File: src/rtl/astat_cond_stk.sv
// Arithmetic status register with a hardware save stack, COND/TERM evaluation
// for the sequencer, and a saturating loop counter that drives CE.
module astat_cond_stk #(
   parameter int STK_DEPTH = 4,
   parameter int CNTR_W    = 14
) (
   input  logic              DSPCLK,
   input  logic              T_RST,
   input  logic              GO_E,
   input  logic              GO_C,
   input  logic [3:0]        COND_R,
   input  logic [3:0]        TERM_R,
   input  logic              upd_alu,
   input  logic              upd_as,
   input  logic              upd_div,
   input  logic              upd_mv,
   input  logic              upd_ss,
   input  logic [7:0]        flag_in,
   input  logic              av_sticky,
   input  logic              wr_astat,
   input  logic [7:0]        wr_data,
   input  logic              push_astat,
   input  logic              pop_astat,
   input  logic              clr_err,
   input  logic              cntr_load,
   input  logic [CNTR_W-1:0] cntr_data,
   input  logic              cntr_dec,
   output logic [7:0]        ASTAT,
   output logic              CONDok_C,
   output logic              TERMok_C,
   output logic              CE,
   output logic [CNTR_W-1:0] CNTR,
   output logic              stk_empty,
   output logic              stk_full,
   output logic              stk_ovf,
   output logic              stk_unf
);

   localparam int SP_W  = $clog2(STK_DEPTH + 1);
   localparam int IDX_W = (STK_DEPTH > 1) ? $clog2(STK_DEPTH) : 1;

   localparam int B_AZ = 0;
   localparam int B_AN = 1;
   localparam int B_AV = 2;
   localparam int B_AC = 3;
   localparam int B_AS = 4;
   localparam int B_AQ = 5;
   localparam int B_MV = 6;
   localparam int B_SS = 7;

   logic [7:0]        astat_q, astat_d;
   logic [3:0]        cond_e_q, term_e_q;
   logic [SP_W-1:0]   sp_q, sp_d;
   logic              ovf_q, ovf_d;
   logic              unf_q, unf_d;
   logic [CNTR_W-1:0] cntr_q, cntr_d;
   logic [7:0]        stk_q [STK_DEPTH];

   logic              stk_we;
   logic [IDX_W-1:0]  stk_wa;
   logic [7:0]        stk_wd;
   logic [IDX_W-1:0]  top_idx;
   logic [7:0]        fld_nxt;
   logic              empty, full, ce;

   function automatic logic cond_eval(input logic [3:0] c, input logic [7:0] a,
                                      input logic ce_i);
      logic lt;
      lt = a[B_AN] ^ a[B_AV];
      case (c)
         4'h0:    cond_eval = a[B_AZ];
         4'h1:    cond_eval = !a[B_AZ];
         4'h2:    cond_eval = !(lt | a[B_AZ]);
         4'h3:    cond_eval = lt | a[B_AZ];
         4'h4:    cond_eval = lt;
         4'h5:    cond_eval = !lt;
         4'h6:    cond_eval = a[B_AV];
         4'h7:    cond_eval = !a[B_AV];
         4'h8:    cond_eval = a[B_AC];
         4'h9:    cond_eval = !a[B_AC];
         4'ha:    cond_eval = a[B_AS];
         4'hb:    cond_eval = !a[B_AS];
         4'hc:    cond_eval = a[B_MV];
         4'hd:    cond_eval = !a[B_MV];
         4'he:    cond_eval = !ce_i;
         default: cond_eval = 1'b1;
      endcase
   endfunction

   assign empty   = (sp_q == '0);
   assign full    = (sp_q == SP_W'(STK_DEPTH));
   assign top_idx = IDX_W'(sp_q - SP_W'(1));
   assign ce      = (cntr_q == CNTR_W'(1));

   // Field-level update path; only used when no pop is in progress.
   always_comb begin
      fld_nxt = astat_q;
      if (upd_alu) begin
         fld_nxt[B_AZ] = flag_in[B_AZ];
         fld_nxt[B_AN] = flag_in[B_AN];
         fld_nxt[B_AC] = flag_in[B_AC];
         fld_nxt[B_AV] = av_sticky ? (flag_in[B_AV] | astat_q[B_AV]) : flag_in[B_AV];
      end
      if (upd_as)  fld_nxt[B_AS] = flag_in[B_AS];
      if (upd_div) fld_nxt[B_AQ] = flag_in[B_AQ];
      if (upd_mv)  fld_nxt[B_MV] = flag_in[B_MV];
      if (upd_ss)  fld_nxt[B_SS] = flag_in[B_SS];
   end

   always_comb begin
      astat_d = astat_q;
      sp_d    = sp_q;
      ovf_d   = ovf_q;
      unf_d   = unf_q;
      cntr_d  = cntr_q;
      stk_we  = 1'b0;
      stk_wa  = top_idx;
      stk_wd  = astat_q;

      // Clear first so an error raised this cycle still lands.
      if (clr_err) begin
         ovf_d = 1'b0;
         unf_d = 1'b0;
      end

      if (GO_C) begin
         if (pop_astat && push_astat) begin
            stk_we = 1'b1;
            if (empty) begin
               unf_d  = 1'b1;
               stk_wa = '0;
               sp_d   = SP_W'(1);
            end else begin
               astat_d = stk_q[top_idx];
            end
         end else if (pop_astat) begin
            if (empty) begin
               unf_d = 1'b1;
            end else begin
               astat_d = stk_q[top_idx];
               sp_d    = sp_q - SP_W'(1);
            end
         end else begin
            astat_d = wr_astat ? wr_data : fld_nxt;
            if (push_astat) begin
               stk_we = 1'b1;
               if (full) begin
                  ovf_d = 1'b1;
               end else begin
                  stk_wa = IDX_W'(sp_q);
                  sp_d   = sp_q + SP_W'(1);
               end
            end
         end

         if (cntr_load)
            cntr_d = cntr_data;
         else if (cntr_dec && cntr_q != '0)
            cntr_d = cntr_q - CNTR_W'(1);
      end
   end

   always_ff @(posedge DSPCLK) begin
      if (T_RST) begin
         astat_q  <= '0;
         cond_e_q <= '0;
         term_e_q <= '0;
         sp_q     <= '0;
         ovf_q    <= 1'b0;
         unf_q    <= 1'b0;
         cntr_q   <= '0;
      end else begin
         astat_q <= astat_d;
         sp_q    <= sp_d;
         ovf_q   <= ovf_d;
         unf_q   <= unf_d;
         cntr_q  <= cntr_d;
         if (GO_E) begin
            cond_e_q <= COND_R;
            term_e_q <= TERM_R;
         end
      end
   end

   // Stack storage is not cleared on reset; sp alone defines validity.
   always_ff @(posedge DSPCLK) begin
      if (!T_RST && stk_we)
         stk_q[stk_wa] <= stk_wd;
   end

   assign ASTAT     = astat_q;
   assign CE        = ce;
   assign CNTR      = cntr_q;
   assign stk_empty = empty;
   assign stk_full  = full;
   assign stk_ovf   = ovf_q;
   assign stk_unf   = unf_q;
   assign CONDok_C  = cond_eval(cond_e_q, astat_q, ce);
   assign TERMok_C  = (term_e_q == 4'hf) ? 1'b0 : !cond_eval(term_e_q, astat_q, ce);

endmodule

File: config.mk
export PLATFORM = sky130hd
export DESIGN_NAME = astat_cond_stk
export DESIGN_NICKNAME = d
export VERILOG_FILES = /design/src/rtl/astat_cond_stk.sv
export SDC_FILE = /design/constraint.sdc
export NUM_CORES = 1
export LEC_CHECK = 0
export CELL_PAD_IN_SITES_DETAIL_PLACEMENT = 1
export CELL_PAD_IN_SITES_GLOBAL_PLACEMENT = 2
export CORE_MARGIN = 10
export CORE_UTILIZATION = 31
export CTS_CLUSTER_DIAMETER = 30
export DETAILED_ROUTE_END_ITERATION = 10
export PLACE_DENSITY = 0.84
export SLEW_MARGIN = 15
export SYNTH_ARGS = -nofsm -noshare
export SYNTH_HDL_FRONTEND = slang
export SYNTH_SLANG_ARGS = --single-unit
File: constraint.sdc
create_clock -name DSPCLK -period 3.86 [get_ports DSPCLK]
set_input_delay 0.386 -clock DSPCLK [delete_from_list [all_inputs] [get_ports DSPCLK]]
set_output_delay 0.386 -clock DSPCLK [all_outputs]
set_load 0.01 [all_outputs]
---- Yosys cells after proc, flatten, opt, wreduce, memory -nomap -nowiden ----
Memories as Yosys holds them, arrays and structs flattened.
Index checks and enable logic that the tools add are counted.
operators by class
  bitwise operators ....................... 3
  equal/unequal tests ..................... 34
  muxes and demuxes ....................... 44
  $lt $le $gt $ge ......................... 0
  $mul .................................... 0
  div/mod/pow operators ................... 0
  $add $sub $neg .......................... 3
  reduce and logical (&&, ||, !) cells .... 31
  shift operators ......................... 0
operators by type and width
  cell                                                   count
  equality test 4 bit (second input constant)            15
  equality test 4 x 3 -> 1 bit (second input constant)   8
  two-way mux 8 bit                                      4
  one-hot mux 1 bit (15 select lines)                    2
  two-way mux 14 bit                                     2
  two-way mux 1 bit                                      23
  nonzero test 4 bit                                     5
  two-way mux 3 bit                                      6
  equality test 4 x 2 -> 1 bit (second input constant)   4
  equality test 14 x 1 -> 1 bit (second input constant)  1
  nonzero test 14 bit                                    1
  subtractor 14 x 1 -> 14 bit (second input constant)    1
  two-way mux 2 bit                                      6
  AND reduction 2 bit                                    6
  zero test 1 bit                                        10
  equality test 4 x 1 -> 1 bit (second input constant)   2
  zero test 4 bit                                        2
  != test 3 x 2 -> 1 bit (second input constant)         2
  AND reduction 5 bit                                    1
  two-way mux 4 bit                                      1
  adder 3 x 1 -> 3 bit (second input constant)           1
  equality test 3 bit (second input constant)            1
  logical AND 1 bit                                      3
  zero test 3 bit                                        1
  other kinds (6)                                        7
word-level totals
  memories ................................ 1
  word-level logic and storage cells ...... 127
  input port bits ......................... 54
  RAM bits ................................ 32
  output and inout bits ................... 29
  memory bits (read-only) ................. 0
  latch bits .............................. 0
  bits in registers ....................... 35
memories
  memory  depth  width  rd ports  clocked after Yosys merged registers in  wr ports  RTL line  source
  stk_q   4      8      1         0                                        1         57        logic [7:0] stk_q [STK_DEPTH];

---- Depth between registers and ports, before layout ----
Gate-level depths: netlist (run 1).
  word-level depth ........................ 7
  mapped depth ............................ 12
  gate-level depth less buffers ........... 8

---- Worst setup path before layout (run 1) ----
OpenSTA, ideal clock, no wires.
  path type ............................... register to register
  from .................................... reg sp_q[0]
  to ...................................... mem stk_q[1][0] (enable)
  period minus slack after synthesis ...... 3.634 ns
  setup slack ............................. 0.226 ns
  cell stages (with the launch flop) ...... 11
  arrival ................................. 3.236 ns
  buffers on the path ..................... 3
  setup time .............................. 0.398 ns
  path through ............................ dfxtp_1 clkbuf_1 clkbuf_1 inv_1 ha_1 and2_1 clkbuf_1 nor3_1 a21oi_1 o21ai_0 nor4b_1
between the ends
  longest elaborated chain between the ends .. 6
  elaborated cells between the ends (all ways) .. 9
  those cells by class .................... 1 x add/sub; 1 x eq/ne; 6 x mux; 1 x reduce/logical
RTL lines
  item                    RTL line  source
  start, declared         53        logic [SP_W-1:0] sp_q, sp_d;
  start signal, assigned  174       sp_q <= sp_d;
  equality test 3 bit     91        assign full = (sp_q == SP_W'(STK_DEPTH));
  net stk_full            34        output logic stk_full,
  two-way mux 2 bit       147       if (full) begin
  two-way mux 2 bit       145       if (push_astat) begin
  two-way mux 2 bit       136       end else if (pop_astat) begin
  two-way mux 2 bit       127       if (pop_astat && push_astat) begin
  two-way mux 2 bit       126       if (GO_C) begin
  end, declared           57
The timed path passes the listed nets, and every way through them passes these cells.

---- Worst setup path in the final report (run 1) ----
  from .................................... reg cntr_q[0], in the netlist CNTR[0]
  to ...................................... out TERMok_C
between the ends
  longest elaborated chain between the ends .. 5
RTL lines
  item                                 RTL line  source
  start, declared                      56        logic [CNTR_W-1:0] cntr_q, cntr_d;
  start signal, assigned               177       cntr_q <= cntr_d;
  equality test 14 x 1 -> 1 bit        93        assign ce = (cntr_q == CNTR_W'(1));
  zero test 1 bit                      85        4'he: cond_eval = !ce_i;
  one-hot mux 1 bit (15 select lines)  70        case (c)
  zero test 1 bit                      199       assign TERMok_C = (term_e_q == 4'hf) ? 1'b0 : !cond_eval(term_e_q, astat_q, ce);
  two-way mux 1 bit                    199
  end, declared                        30        output logic TERMok_C,
Every way passes these cells.

==> flow_summary.ini, run 1 <==
[power_and_ir_drop]
power.density_nw_per_um2 = 462
p_leak_nw = 1.79
peakVddDrop_mv = 0.263

[critical_path]
critPathKind = reg2out
cp.arrival_ns = 2.95
crit_fanout = 8
crit_path_start_kind = flop
endpoint_kind = primary output
crit_required_ns = 3.47

[sta]
whs_ns = 0.483
min_period_ns = 3.34
maxSlewViolCount = 0
final_hold_viol_count = 0
fin_crit_sh = 0.865
setup_viol = 0
maxSlewHeadroom = 0.427
fmax_mhz = 299
tightestPinTransition_ns = 0.857
fin_tns_setup_ns = 0
finalClockSkew_ns = 0.00827
rsz0062_at_grt = false

[detailed_routing]
drc = 0
ant_nets = 0
firstDrtPassIters = 4
routed_wl_um = 11900
vias_per_cell = 5.49
drt-initial-drc-count = 162
wire_per_inst_um = 19.0
vias = 3444

[die]
coreArea_um2 = 11600
num_rows = 39
die-area_um2 = 16800
die_w_um = 130
ios = 83
die-height_um = 130
initial_core_util = 0.321

[synth]
synth_top_flop_cell = dfxtp_1
syn-num-nets = 464
synth.top_cell.area_share = 0.258
ys_seq_elements = 67
ys.warnings.count = 0
async_flop_share = 0
synth_edf_count = 32
netlist-cell-type-count = 57
synth_largest_area_cell = edfxtp_1
yosys-top-cells-area = edfxtp_1 26%, dfxtp_1 19%, a21oi_1 5.2%, mux4_2 4.8%, nand2_1 4.6%
synth_area_um2 = 3730
synth.avg_cell_area_um2 = 9.23
netlist_instances = 404
synth-seq-area-share = 0.446

[clock_tree]
clock_path_buffers = 2
clock_sinks = 67
post_cts_resized = 0
cts_buffers = 9
holdBufCountCts = 0
cts_setup_buffers = 0
clk_pin_slew_ns = 0.05
insertion_delay_ns = 0.34
htreeDepth = 3
cts_tree = yes
clockRootBuffer = clkbuf_16

[finish]
syn_to_final_growth_pct = 34.8
design_area_um2 = 5030
stdcell_count = 627
n_antenna_cell = 0
fill_cells = 1337
regArea_um2 = 1660
drive_gt1_frac = 0.0930
multi_input_area_um2 = 1890
nets = 539

[global_route]
grt_max_degree = 31
grt_pass1_wl_um = 19300
antenna_found_initial = 1
globalRouteOverflowTotal = 0
grt_pass1_vias = 3625
grt_use_total = 0.145

[worst_hold_path]
holdCritPathClass = reg2reg

[flow_run]
drv_cap = 0

[placement]
gp_congestion = 0.827
place_area_um2 = 4700
portBuffers = 82
dp_hpwl_um = 8580
dp.cells = 611

[status]
status = finished, final reports clean
## critical path, stage by stage (launching register included)
cell,delay (ns)
dfxtp_1,0.45
ha_1,0.19
or4b_2,0.61
nor4_2,0.35
nand3b_1,0.11
and3_1,0.19
nor3_1,0.15
clkdlybuf4s50_1,0.57
## stage by stage
step | setup WS (ns) | utilization | total power (W)
floorplan | 0.226 | - | 0.00120
global placement | 0.878 | 0.405 | 0.00143
detailed placement | 0.844 | 0.405 | 0.00144
CTS | 0.472 | 0.433 | 0.00235
global route | 0.327 | 0.433 | 0.00244
finish | 0.520 | 0.433 | 0.00232
## final timing paths
path | from | to | slack [ns] | cells after the start
setup / recovery | CNTR[0] | TERMok_C | 0.52 | 7
hold / removal | stk_ovf | stk_ovf | 0.48 | 2
setup reg to reg | sp_q[1] | stk_q[1][0] | 1.40 | 8
hold reg to reg | stk_ovf | stk_ovf | 0.48 | 2
## Yosys cell counts, drive strengths merged (2+ instances only)
master   n
a211o    2
a211oi   7
a21oi   40
a22oi    3
a311oi   3
a31o     2
a31oi    4
a32o     2
and2     2
buf      4
clkbuf  25
dfxtp   35
edfxtp  32
ha       6
inv     16
mux2i   17
mux4     8
nand2   46
nand2b   8
nand3b   9
nand4    2
nor2    33
nor2b    6
nor3    14
nor4     5
o21ai   36
o31ai    5
o41ai    3
or2      2
or4      4
xnor2    3
xor2     3
## logic make-up (layout without fill, tap and decap cells)
group           Yosys count  count (layout)  share of synthesized area
buf+inv                  45             125                     0.0463
fa+ha+maj                 6               6                     0.0201
flops                    67              67                      0.446
xor+xnor                  6               6                     0.0141
mux                      26              26                     0.0970
compound gates          118             118                      0.197
simple gates            136             136                      0.180
## placed cells by master (no fill, tap or decap), types with 3 or more instances in the layout
cell | Yosys | layout
xnor2_1 | 3 | 3
nor3_1 | 13 | 13
nand2_1 | 46 | 46
xor2_1 | 3 | 3
dfxtp_1 | 35 | 35
a31oi_1 | 4 | 4
or4_1 | 3 | 3
nor2b_1 | 6 | 6
nor2_1 | 33 | 33
buf_4 | 0 | 11
nand2b_1 | 8 | 8
a311oi_1 | 3 | 3
clkdlybuf4s50_1 | 0 | 82
clkbuf_16 | 0 | 9
edfxtp_1 | 32 | 32
inv_1 | 16 | 16
o31ai_1 | 5 | 5
a211oi_1 | 7 | 7
nand3b_1 | 9 | 9
a22oi_1 | 3 | 3
mux2i_1 | 17 | 17
a21oi_1 | 39 | 39
ha_1 | 6 | 6
o21ai_0 | 28 | 28
nor4_1 | 4 | 4
mux4_2 | 8 | 8
o21ai_1 | 8 | 8
## routing by layer
metal  up-vias  global-route usage  share of wire
met3        19              0.0493          0.071
met5         -                   0              0
met2        93               0.235           0.46
met1      1691               0.175           0.45
met4         0              0.0496          0.016
li1       1641                   -              -
## final cells by class
cell class,instances,share of cell area
flip-flops and latches,67,0.331
repair buffers,93,0.180
well taps,143,0.0356
inverters,16,0.0119
multi-input cells,292,0.377
clock inverters,6,0.0177
clock buffers,10,0.0475
## registers in the layout (all words and copies together), names as in the netlist
| name | cells |
|---|---|
| sp_q | 3 |
| cond_e_q | 4 |
| stk_unf | 1 |
| ASTAT | 8 |
| stk_ovf | 1 |
| stk_q | 32 |
| CNTR | 14 |
| term_e_q | 4 |
## power by group
part / leakage [nW] / internal (W) / switching [W]
Combinational: 1.05 / 0.000268 / 0.000298
Sequential: 0.583 / 0.000791 / 0.0000648
Clock: 0.156 / 0.000583 / 0.000319
Total: 1.79 / 0.00164 / 0.000682
Power figures use the tool's default switching activity.
==> run 2, diff against run 1 <==
Settings changed: CAP_MARGIN set to 20, GPL_ROUTABILITY_DRIVEN set to 0.
==> results of run 2 <==
Same layout as run 1: the final DEF is identical, and so are final timing and power.
